`src/rtl/cordic_to_float_pair.sv`:
```
// Converts two signed Q2.20 CORDIC results into IEEE-754 single-precision floats.
// Both lanes are normalised in parallel, one left shift per enabled cycle.
module cordic_to_float_pair #(
  parameter int FLT_DATA_WIDTH    = 32,
  parameter int CORDIC_DATA_WIDTH = 22
) (
  input  logic                         clk,
  input  logic                         rst,
  input  logic                         clk_en,
  input  logic                         start,
  input  logic [CORDIC_DATA_WIDTH-1:0] in_one,
  input  logic [CORDIC_DATA_WIDTH-1:0] in_two,
  output logic [FLT_DATA_WIDTH-1:0]    out_one,
  output logic [FLT_DATA_WIDTH-1:0]    out_two,
  output logic                         working,
  output logic                         done
);

  localparam int MW      = CORDIC_DATA_WIDTH;
  localparam int EW      = 8;
  localparam int PAD_W   = FLT_DATA_WIDTH - 1 - EW - (MW - 1);
  // The top magnitude bit carries weight 2^1, i.e. biased exponent 127 + 1.
  localparam logic [EW-1:0] EXP_TOP = 8'd128;

  typedef enum logic [1:0] {
    IDLE,
    NORM,
    DONE
  } state_t;

  state_t state, state_next;

  logic          sign_one, sign_two;
  logic [MW-1:0] mag_one, mag_two;
  logic [EW-1:0] exp_one, exp_two;

  logic capture, shift_step, pack;
  logic working_next, done_next;
  logic settled_one, settled_two;

  function automatic logic [MW-1:0] magnitude(input logic [MW-1:0] v);
    // The most negative input maps to 2^21, which still fits unsigned.
    return v[MW-1] ? (~v + 1'b1) : v;
  endfunction

  function automatic logic [FLT_DATA_WIDTH-1:0] pack_float(
    input logic          sign,
    input logic [EW-1:0] exp,
    input logic [MW-1:0] mag
  );
    // A zero magnitude always packs as +0.0, regardless of sign.
    if (mag == '0) return '0;
    return {sign, exp, mag[MW-2:0], {PAD_W{1'b0}}};
  endfunction

  assign settled_one = mag_one[MW-1] || (mag_one == '0);
  assign settled_two = mag_two[MW-1] || (mag_two == '0);

  // NOTE: assign every always_comb output a default up front so no path leaves a signal unassigned and infers a latch.
  always_comb begin
    state_next   = state;
    capture      = 1'b0;
    shift_step   = 1'b0;
    pack         = 1'b0;
    working_next = working;
    done_next    = 1'b0;
    case (state)
      IDLE: begin
        working_next = start;
        if (start) begin
          capture    = 1'b1;
          state_next = NORM;
        end
      end
      NORM: begin
        if (settled_one && settled_two) begin
          pack       = 1'b1;
          state_next = DONE;
        end else begin
          shift_step = 1'b1;
        end
      end
      DONE: begin
        done_next  = 1'b1;
        state_next = IDLE;
      end
      default: state_next = IDLE;
    endcase
  end

  // NOTE: sequential state uses non-blocking assignments so every register samples pre-edge values.
  always_ff @(posedge clk or negedge rst) begin
    if (!rst) begin
      state <= IDLE;
    end else if (clk_en) begin
      state <= state_next;
    end
  end

  always_ff @(posedge clk or negedge rst) begin
    if (!rst) begin
      sign_one <= 1'b0;
      sign_two <= 1'b0;
      mag_one  <= '0;
      mag_two  <= '0;
      exp_one  <= '0;
      exp_two  <= '0;
      out_one  <= '0;
      out_two  <= '0;
      working  <= 1'b0;
      done     <= 1'b0;
    end else if (clk_en) begin
      working <= working_next;
      done    <= done_next;
      if (capture) begin
        sign_one <= in_one[MW-1];
        sign_two <= in_two[MW-1];
        mag_one  <= magnitude(in_one);
        mag_two  <= magnitude(in_two);
        exp_one  <= EXP_TOP;
        exp_two  <= EXP_TOP;
      end
      if (shift_step) begin
        // Settled lanes hold while the other lane catches up.
        if (!settled_one) begin
          mag_one <= mag_one << 1;
          exp_one <= exp_one - 1'b1;
        end
        if (!settled_two) begin
          mag_two <= mag_two << 1;
          exp_two <= exp_two - 1'b1;
        end
      end
      if (pack) begin
        out_one <= pack_float(sign_one, exp_one, mag_one);
        out_two <= pack_float(sign_two, exp_two, mag_two);
      end
    end
  end

endmodule

```
`config.mk`:
```
export PLATFORM = sky130hd
export DESIGN_NAME = cordic_to_float_pair
export DESIGN_NICKNAME = d
export VERILOG_FILES = /design/src/rtl/cordic_to_float_pair.sv
export SDC_FILE = /design/constraint.sdc
export NUM_CORES = 1
export LEC_CHECK = 0
export BUFFER_PORTS_ARGS = -buffer_cell sky130_fd_sc_hd__buf_2
export CAP_MARGIN = 20
export CORE_UTILIZATION = 56
export CTS_BUF_LIST = sky130_fd_sc_hd__clkbuf_16
export CTS_CLUSTER_DIAMETER = 30
export CTS_CLUSTER_SIZE = 30
export DETAILED_ROUTE_END_ITERATION = 7
export PLACE_DENSITY = 0.78
export SETUP_SLACK_MARGIN = 0.02
export SLEW_MARGIN = 20
export SYNTH_ARGS = -nofsm -noshare
export SYNTH_HDL_FRONTEND = slang
export SYNTH_SLANG_ARGS = --single-unit
export TNS_END_PERCENT = 20
```
`constraint.sdc`:
```
create_clock -name clk -period 3 [get_ports clk]
set_input_delay 0.3 -clock clk [delete_from_list [all_inputs] [get_ports clk]]
set_output_delay 0.3 -clock clk [all_outputs]
set_load 0.02 [all_outputs]
```
==> run summary <==
The run finished, with violations left. The checks that failed: negative hold slack. The quantity of gates resized following cts came out at 0. The number of rows in the core area came out at 38. The root buffer cell is sky130_fd_sc_hd__clkbuf_16. The warning count from the yosys run came out at 0.

Dividing total power by cell area gives a power density of 1030 mW/mm^2. The pin count of the biggest net entering global routing is 62. The number of inserted filler cells in the final layout came out at 799. The signal on the critical path passes through nor4_1 -> nand3_1 -> or2_0 -> a211o_2 -> buf_4 -> mux2_1. The per-cell routed wire length came out at 18.0 um. The number of flops mapped to enable cells by yosys is 0. The worst reg2reg path endpoint is out_one[23]$_DFFE_PN0P_. The clock period could shrink to 2.57 ns. In this run, synthesis produced a sequential element count of 126. Among all flip-flop cells after synthesis, the most frequent one is sky130_fd_sc_hd__dfrtp_1. After global routing the overflow that remains totals 0. The floorplan step defined a die boundary enclosing 0.0119 mm^2. The TritonCTS sink count is 126. The critical-path cell with the highest stage delay is sky130_fd_sc_hd__dfrtp_1. For flop-to-flop paths, the worst setup slack is 0.43 ns. After clock tree synthesis, the flow added hold-fix buffers numbering 0. The width of the die came out at 109 um. The clock edge transition at the registers on the reported setup and hold paths came out at 0.06 ns. The combined area of the multi-input logic cells came out at 0.00298 mm^2. The global routing met3 resource utilization came out at 7.65%.

The most critical setup path has its startpoint at mag_two[7]$_DFFE_PN0P_. The proportion of register bits with asynchronous set or reset after synthesis came out at 100%. The residual antenna-violating net count after detailed routing came out at 0.

The routed design has 16.0 mm of wire. Setup repair after global routing left no endpoint under its margin. The global routing usage on met1 is 38.3%. The cell family contributing the most delay on the critical path is simple AND/OR/NAND/NOR gates.

The peak fanout along the critical path came out at 35. The routed via count divided by cell count came out at 6.12. The initial antenna violation count is 0. The area of all placed cells without fillers came out at 0.00776 mm^2.

The ratio of final minimum period to clock period came out at 85.7%. The number of violations reported at the end of detailed-routing iteration 0 is 357. The number of vias after detailed routing came out at 5429. The cell area after placement came out at 0.00716 mm^2.

The combined flip-flop and latch cell area came out at 0.00315 mm^2. Data on the critical path arrives at its endpoint at 2.87 ns. The number of buffers inserted during clock tree synthesis is 17.

The number of standard cells after synthesis is 619. The top-level port count came out at 114. On the worst path, the slowest cell contributes a delay of 0.42 ns. The total of buffers placed on input and output ports came out at 109. The count of different cell masters after synthesis came out at 62. The final-report setup violation count came out at 0. TritonCTS built the clock tree. The number of slew-limit violations in the final report came to 0. Relative to the synthesized area, the layout overhead comes to 20.9%.

Summed over all cells, the static leakage comes to 3.77 nW. The relative max-transition margin is 45.8%. The critical path ends at out_one[23]$_DFFE_PN0P_. The largest total area in the synthesized netlist belongs to sky130_fd_sc_hd__dfrtp_1.

After detailed routing, the number of remaining DRC violations is 0. Counting both buffers and inverters, the worst setup path holds a total of 1. The first-pass iteration count of the detailed router is 7. The category of the most critical setup path is flop to flop.

Routability-driven placement finished with a final weighted congestion of 0.844. The setup clock skew after layout is 0.00746 ns. The share of layout cells above drive strength 1 is 25.2%. The number of post-CTS setup repair buffers came out at 0.

In this run the number of H-tree levels came out at 4. The reg-to-reg startpoint is mag_two[7]$_DFFE_PN0P_. Measured along the y axis, the die boundary spans 109 um. The final hold violation count came out at 58. Final hold analysis gives a worst-case slack of -0.0277 ns. The top cell type by area accounts for 49.1% of the synthesized area. In this run the number of cells on the critical path is 6. The average cell area after synthesis came out at 10.4 um^2. The maximum buffer depth of the clock tree came out at 2. The post-synthesis instance area is 0.00642 mm^2. The share of the yosys chip area belonging to registers came out at 49.1%.

The worst reg-to-reg path cell count came out at 6. After legalization and detailed placement, the total HPWL measured 10.9 mm. The area of the core region came out at 0.0110 mm^2. For this run, the top clock speed supported by timing is 0.389 GHz. In the global route stage, overall resource usage came out at 28.9%. At the end of the flow, the number of nets in the layout was 786.

The launching element type of the critical path is a flop. Max-cap violations in this run came to 0. The worst vdd rail ir drop is 602 uV. For the worst setup path, the data required time is 3.30 ns.

The transition time at the pin with the least slew margin is 0.813 ns. The first global-routing pass estimated 25.8 mm of wire. The element type at the critical path end is a flop.

For this run, global-route usage on met2 was measured as 45.9%. The path type of the worst min-delay path is input pin to asynchronous set/reset pin. After synthesis, the cell types taking the most area are sky130_fd_sc_hd__dfrtp_1, sky130_fd_sc_hd__mux2_1, sky130_fd_sc_hd__nand2_1, sky130_fd_sc_hd__mux2i_1, sky130_fd_sc_hd__xor2_1.

The layer flagged by global routing as most heavily used is met2. The total negative setup slack is 0 ns. The number of global-route vias before repair is 5246. The clock latency on the worst-skew pair came out at 0.42 ns.

The number of diodes came out at 0. The initial utilization of the core area, before any placement, comes to 58.5%.
flip-flops by register name, summed over array words and instances (netlist names):
register	count
out_one	30
out_two	30
mag_one	22
mag_two	22
exp_one	8
exp_two	8
state	2
done	1
sign_one	1
sign_two	1
working	1
through the flow:
step	power, mW	util, %	std cells	setup WS, ns
final	8.01	70.7	887	0.428
after global routing	8.48	70.7	887	0.251
after detailed placement	5.88	65.2	855	0.472
after CTS	8.02	70.7	887	0.458
after floorplan	4.83	-	622	0.641
after global placement	5.74	65.2	855	0.550
cells in the mapped netlist, drive strengths merged (2+ instances only):
library cell and count:
a211o 5, a21oi 21, a221o 7, a22oi 10
a31oi 13, a32oi 3, and2 2, and3 2
buf 13, clkbuf 22, dfrtp 126, ha 4
inv 38, mux2 45, mux2i 20, nand2 58
nand2b 6, nand3 12, nand3b 3, nor2 24
nor2b 4, nor3 6, nor4 13, o211ai 5
o21a 3, o21ai 34, o221a 7, o221ai 3
o22ai 8, o31a 3, o31ai 17, o41ai 7
or2 4, or3 14, or4 10, xnor2 11
xor2 21
layer usage:
metal	share of wire [%]	wire, um
met2	48	7630
met1	43	6880
met5	0	0
met3	7.6	1220
met4	1.6	252
worst min path at each step:
| stage | end | slack, ns | cells after the start | start |
|---|---|---|---|---|
| after CTS | out_one[29]$_DFFE_PN0P_ | 0.009 | 1 | rst |
| final | out_one[29]$_DFFE_PN0P_ | -0.03 | 1 | rst |
| after global placement | out_one[21]$_DFFE_PN0P_ | 0.42 | 1 | rst |
| after global routing | out_one[29]$_DFFE_PN0P_ | 0.04 | 1 | rst |
| after detailed placement | out_one[29]$_DFFE_PN0P_ | 0.44 | 1 | rst |
| after floorplan | done$_DFFE_PN0P_ | 0.004 | 0 | rst |
power by group:
part / internal, mW / switching [mW]
Clock: 1.37 / 0.737
Combinational: 1.13 / 1.62
Sequential: 2.47 / 0.680
logic make-up after synthesis:
kind of cell,count (synthesis),synth area share (%)
XOR/XNOR,32,4.36
multiplexers,65,11.0
AND/OR/NAND/NOR,163,12.9
buffers and inverters,74,4.79
AO/OA/AOI/OAI,154,17.0
adder cells (fa/ha/maj),4,0.779
other,1,0.0584
flip-flops,126,49.1
cells in the final DEF (no fill, tap or decap), drive strengths merged, types with 5 or more instances in the layout:
master  count
buf       128
dfrtp     126
nand2      58
mux2       45
inv        39
o21ai      34
nor2       24
xor2       21
a21oi      21
mux2i      20
clkbuf     17
o31ai      17
or3        14
nor4       13
a31oi      13
nand3      12
xnor2      11
a22oi      10
or4        10
clkinv     10
o22ai       8
o221a       7
a221o       7
o41ai       7
nand2b      6
nor3        6
o211ai      5
a211o       5
final cells by class:
cell class / instances / area share, %
inverters: 39 / 1.89
well taps: 140 / 2.26
clock buffers: 17 / 5.48
clock inverters: 15 / 2.29
repair buffers: 128 / 9.06
multi-input cells: 422 / 38.4
flip-flops and latches: 126 / 40.6
Note: power is estimated with default switching activity, not from simulation.
